===== src/rtl/count_mon_pkg.sv =====
// Shared types and helpers for the ripple-counter sequence monitor.
// No state; constants and a mod-8 decrement used by the checker FSM.
package count_mon_pkg;

    localparam int COUNT_W = 3;

    typedef enum logic [1:0] {
        IDLE  = 2'd0,
        TRACK = 2'd1,
        ERROR = 2'd2
    } mon_state_t;

    function automatic logic [COUNT_W-1:0] dec_mod8(input logic [COUNT_W-1:0] v);
        return v - COUNT_W'(1);
    endfunction

endpackage


===== src/rtl/count_sync_filter.sv =====
// Synchronises the async counter bits and accepts a value once it has been held STABLE_CYCLES samples.
// Latency: accept asserts SYNC_STAGES+STABLE_CYCLES-1 edges after first sampling edge; no backpressure (free-running).
module count_sync_filter
    import count_mon_pkg::*;
#(
    parameter int SYNC_STAGES   = 2,
    parameter int STABLE_CYCLES = 2
) (
    input  logic               CLK,
    input  logic               not_RST,
    input  logic [COUNT_W-1:0] raw,
    output logic [COUNT_W-1:0] val,
    output logic               accept
);

    localparam int                CNT_W   = $clog2(STABLE_CYCLES + 1);
    localparam logic [CNT_W-1:0]  RUN_MAX = CNT_W'(STABLE_CYCLES);
    localparam logic [CNT_W-1:0]  RUN_ONE = CNT_W'(1);

    logic [COUNT_W-1:0]     sync_q [SYNC_STAGES];
    logic [SYNC_STAGES-1:0] fill_q;
    logic [COUNT_W-1:0]     held_q;
    logic [CNT_W-1:0]       run_q;
    logic [CNT_W-1:0]       run_nxt;
    logic                   sample_vld;
    logic                   same;

    // fill_q marks which chain stages hold real samples rather than reset zeros,
    // so the cleared chain contents are never mistaken for a counter value.
    assign sample_vld = fill_q[SYNC_STAGES-1];
    assign same       = (run_q != '0) && (sync_q[SYNC_STAGES-1] == held_q);
    assign val        = sync_q[SYNC_STAGES-1];

    always_comb begin
        run_nxt = '0;
        if (sample_vld) begin
            if (!same)
                run_nxt = RUN_ONE;
            else if (run_q == RUN_MAX)
                run_nxt = RUN_MAX;
            else
                run_nxt = run_q + RUN_ONE;
        end
    end

    // Fires once per stable run: a run already saturated at RUN_MAX does not re-accept.
    assign accept = sample_vld && (run_nxt == RUN_MAX) && !(same && (run_q == RUN_MAX));

    always_ff @(posedge CLK) begin
        if (!not_RST) begin
            for (int i = 0; i < SYNC_STAGES; i++)
                sync_q[i] <= '0;
            fill_q <= '0;
            held_q <= '0;
            run_q  <= '0;
        end else begin
            sync_q[0] <= raw;
            for (int i = 1; i < SYNC_STAGES; i++)
                sync_q[i] <= sync_q[i-1];
            fill_q <= {fill_q[SYNC_STAGES-2:0], 1'b1};
            held_q <= sync_q[SYNC_STAGES-1];
            run_q  <= run_nxt;
        end
    end

endmodule


===== src/rtl/count_sequence_monitor.sv =====
// Checks that filtered ripple-counter values step down by one (mod 8); reports count, step/wrap pulses, wrap tally, sticky error.
// Latency: COUNT follows a clean input SYNC_STAGES+STABLE_CYCLES edges after first sampling; no backpressure.
module count_sequence_monitor
    import count_mon_pkg::*;
#(
    parameter int SYNC_STAGES   = 2,
    parameter int STABLE_CYCLES = 2,
    parameter int WRAP_W        = 8
) (
    input  logic               CLK,
    input  logic               not_RST,
    input  logic               CLR,
    input  logic               Q0,
    input  logic               Q1,
    input  logic               Q2,
    output logic [COUNT_W-1:0] COUNT,
    output logic               VALID,
    output logic               STEP,
    output logic               WRAP,
    output logic               ZERO,
    output logic [WRAP_W-1:0]  WRAPS,
    output logic               ERR
);

    mon_state_t         state;
    logic [COUNT_W-1:0] acc_val;
    logic               acc_vld;

    count_sync_filter #(
        .SYNC_STAGES   (SYNC_STAGES),
        .STABLE_CYCLES (STABLE_CYCLES)
    ) u_filter (
        .CLK     (CLK),
        .not_RST (not_RST),
        .raw     ({Q2, Q1, Q0}),
        .val     (acc_val),
        .accept  (acc_vld)
    );

    assign ZERO = VALID && (COUNT == '0);

    always_ff @(posedge CLK) begin
        if (!not_RST) begin
            state <= IDLE;
            COUNT <= '0;
            VALID <= 1'b0;
            STEP  <= 1'b0;
            WRAP  <= 1'b0;
            WRAPS <= '0;
            ERR   <= 1'b0;
        end else if (CLR) begin
            // COUNT and the filter are left alone; an acceptance on this edge is dropped.
            state <= IDLE;
            VALID <= 1'b0;
            STEP  <= 1'b0;
            WRAP  <= 1'b0;
            WRAPS <= '0;
            ERR   <= 1'b0;
        end else begin
            STEP <= 1'b0;
            WRAP <= 1'b0;
            if (acc_vld) begin
                case (state)
                    IDLE: begin
                        COUNT <= acc_val;
                        VALID <= 1'b1;
                        state <= TRACK;
                    end
                    TRACK: begin
                        if (acc_val == COUNT) begin
                            state <= TRACK;
                        end else if (acc_val == dec_mod8(COUNT)) begin
                            COUNT <= acc_val;
                            STEP  <= 1'b1;
                            if (COUNT == '0) begin
                                WRAP <= 1'b1;
                                if (WRAPS != '1)
                                    WRAPS <= WRAPS + WRAP_W'(1);
                            end
                        end else begin
                            COUNT <= acc_val;
                            ERR   <= 1'b1;
                            state <= ERROR;
                        end
                    end
                    ERROR: begin
                        COUNT <= acc_val;
                    end
                    default: begin
                        state <= IDLE;
                    end
                endcase
            end
        end
    end

endmodule


===== config.mk =====
export PLATFORM = sky130hd
export DESIGN_NAME = count_sequence_monitor
export DESIGN_NICKNAME = d
export VERILOG_FILES = /design/src/rtl/count_mon_pkg.sv /design/src/rtl/count_sync_filter.sv /design/src/rtl/count_sequence_monitor.sv
export SDC_FILE = /design/constraint.sdc
export NUM_CORES = 1
export LEC_CHECK = 0
export BUFFER_PORTS_ARGS = -buffer_cell sky130_fd_sc_hd__buf_2
export CAP_MARGIN = 25
export CORE_MARGIN = 3
export CORE_UTILIZATION = 40
export DETAILED_ROUTE_END_ITERATION = 6
export GPL_TIMING_DRIVEN = 1
export PLACE_DENSITY = 0.65
export SETUP_SLACK_MARGIN = 0.4
export SYNTH_ARGS = -nofsm -noshare
export SYNTH_HDL_FRONTEND = slang
export SYNTH_SLANG_ARGS = --single-unit
export TNS_END_PERCENT = 10

===== constraint.sdc =====
create_clock -name CLK -period 5.75 [get_ports CLK]
set_clock_uncertainty 0.2 [all_clocks]
set_input_delay 0.575 -clock CLK [delete_from_list [all_inputs] [get_ports CLK]]
set_output_delay 0.575 -clock CLK [all_outputs]
set_load 0.05 [all_outputs]

==> impl_metrics.yaml <==
global_route:
  grt_pass1_wl_mm: 4.443
  grt_pass1_vias: 1066
  antenna_found_initial: 0
  grt_max_degree: 19
  overflow: 0
  grtUsageTotal: 0.1387
final_layout:
  instances_no_fill: 212
  diodes: 0
  regArea_um2: 600.6
  fin_nets: 179
  n_fill_cell: 317
  area_growth_pct: 14.69
  drive_above_1_share: 0.1786
  multi_input_area_um2: 668.1
  utilization: 0.4904
floorplan:
  initial_core_util: 0.4276
  die_h_um: 63.83
  die_w_um: 63.83
  coreArea_um2: 3128
  die_area_um2: 4074
  rows: 20
  io_pins: 22
sta:
  finalHoldViolations: 0
  finalSetupTns_ps: 0
  grt_setup_unrepaired: "false"
  fmax_mhz: 393.2
  min_period_over_period: 0.4423
  final.min_clock_period_ps: 2543
  max_slew_margin: 0.5800
  slew_violations: 0
  max_slew.worst_pin.slew_ps: 624.2
  setup_viol_count_final: 0
yosys:
  yosysTopAreaCell: "dfxtp_1"
  ys.warnings.count: 0
  ys_ff_latch: 30
  ys_seq_area_frac: 0.4490
  syn_area_um2: 1338
  async_reset_ff_frac: 0
  syn_avg_cell_area_um2: 9.288
  synth_edf_count: 0
  synthTopCellsByCount: "dfxtp_1 (30), a21oi_1 (11), inv_1 (11), nand2_1 (11)"
  synth-main-ff-cell: "dfxtp_1"
  synth_cell_types: 34
  synth_area_leaders: "dfxtp_1 (45%), ha_1 (5.6%), a21oi_1 (4.1%)"
  synth_most_common_cell: "dfxtp_1"
  synth_nets: 156
  synth_top_area_share: 0.4490
  syn_inst: 144
placement:
  dp_hpwl_mm: 1.809
  io_buffers: 21
  place.gp.congestion: 0.8206
  place_inst: 204
detailed_routing:
  first_iter_violations: 31
  wire_per_inst_um: 11.72
  via_per_inst: 5.208
  routed_wirelength_mm: 2.485
  num_vias: 1104
  detail_route.first_pass.iterations: 4
  drtAntennaViolNets: 0
  remaining_drc_errors: 0
clock_tree:
  cts_buffers: 5
  cts_hold_buf: 0
  cts_sinks: 30
  htree_levels: 2
  path_clk_slew_ps: 90
  clockBufferDepth: 2
  cts_tree: "yes"
  cts_resized: 0
  cts-root-buf: "clkbuf_4"
  cts_setup_buffers: 0
  clock_latency_ps: 320
power_and_ir_drop:
  ir_drop_mv: 0.1179
  pwr_density_cell_nw_per_um2: 231.7
  leakage_nw: 0.6166
worst_hold_path:
  holdCritPathClass: "reg2reg"
worst_setup_path:
  cpPeakStageDelay_ps: 470
  arrival_ps: 2590
  cp_slowest_cell: "or4_1"
  crit_fanout: 12
  worstSetupPathType: "reg2reg"
  crit_buf_inv: 1
  startpoint_type: "flop"
  crit_required_ps: 5800
  end_kind: "flop"
  cp_top_family: "simple AND/OR/NAND/NOR gates"
  cp_cell_sequence: "inv_1, ha_1, xor3_1, or3_1, or2_4, or4_1, a21oi_1"
flow_run:
  timing.max_cap.violations: 0
status:
  outcome: "finished clean"
==> per-layer routing <==
metal / wire, µm / up-vias / global-route usage
li1: - / 552 / -
met1: 1124 / 514 / 0.1637
met2: 1149 / 34 / 0.2206
met3: 181 / 4 / 0.04218
met4: 30 / 0 / 0.08086
met5: 0 / - / 0
==> through the flow <==
step | power (mW) | hold slack, ps | instance area (µm²) | setup WS (ps)
floorplan | 0.2273 | 211.9 | 1338 | 2871
global placement | 0.2315 | 214.3 | 1470 | 3293
detailed placement | 0.2320 | 218.5 | 1470 | 3215
CTS | 0.3613 | 239.4 | 1534 | 3191
global route | 0.3733 | 250.7 | 1534 | 3020
finish | 0.3553 | 240.1 | 1534 | 3207
==> state kept, by name, summed over array words and instances, names as in the netlist, 2 cells and up <==
signal	cells
COUNT	3
WRAPS	8
state	2
u_filter.fill_q	2
u_filter.held_q	3
u_filter.run_q	2
u_filter.sync_q	6
==> cells in the final DEF, fill, tap and decap left out, drive strengths merged, types with 5 or more instances in the layout <==
| master | n |
|---|---|
| o31ai | 5 |
| and2 | 8 |
| nand2 | 11 |
| a21oi | 11 |
| ha | 6 |
| buf | 21 |
| dfxtp | 30 |
| or3 | 8 |
| nand3 | 5 |
| inv | 11 |
| clkbuf | 6 |
==> where the power goes <==
| group | switching, mW | total, mW | internal (mW) |
|---|---|---|---|
| clock | 0.0694 | 0.128 | 0.0587 |
| combinational | 0.00815 | 0.0140 | 0.00588 |
| sequential | 0.00202 | 0.213 | 0.211 |
==> worst paths after layout <==
kind	from	endpoint	slack, ps	cells after the start
worst max-delay path	COUNT[0]$_SDFFE_PN0P_	WRAPS[5]$_SDFFE_PP0P_	3210	7
worst min-delay path	u_filter.fill_q[0]$_DFF_P_	u_filter.fill_q[1]$_SDFF_PN0_	240	1
worst max register to register	COUNT[0]$_SDFFE_PN0P_	WRAPS[5]$_SDFFE_PP0P_	3210	7
worst min register to register	u_filter.fill_q[0]$_DFF_P_	u_filter.fill_q[1]$_SDFF_PN0_	240	1
==> cell type report <==
class | instances | area share
Clock buffer | 6 | 0.03344
Sequential cell | 30 | 0.3915
Multi-Input combinational cell | 98 | 0.4356
Inverter | 11 | 0.02692
Clock inverter | 2 | 0.008157
Tap cell | 44 | 0.03589
Timing Repair Buffer | 21 | 0.06852
==> kinds of logic after synthesis <==
group | count (synthesis) | share of synthesized area
AND/OR/NAND/NOR | 56 | 0.2376
flip-flops | 30 | 0.4490
AO/OA/AOI/OAI | 25 | 0.1197
buffers and inverters | 16 | 0.05145
XOR/XNOR | 8 | 0.06361
adder cells (fa/ha/maj) | 6 | 0.05613
multiplexers | 3 | 0.02245
==> worst register-to-register path: stages (launching register included) <==
cell	delay, ps
dfxtp_1	390
inv_1	80
ha_1	210
xor3_1	180
or3_1	460
or2_4	340
or4_1	470
a21oi_1	150
No activity file was read; power rests on OpenSTA's default activity.
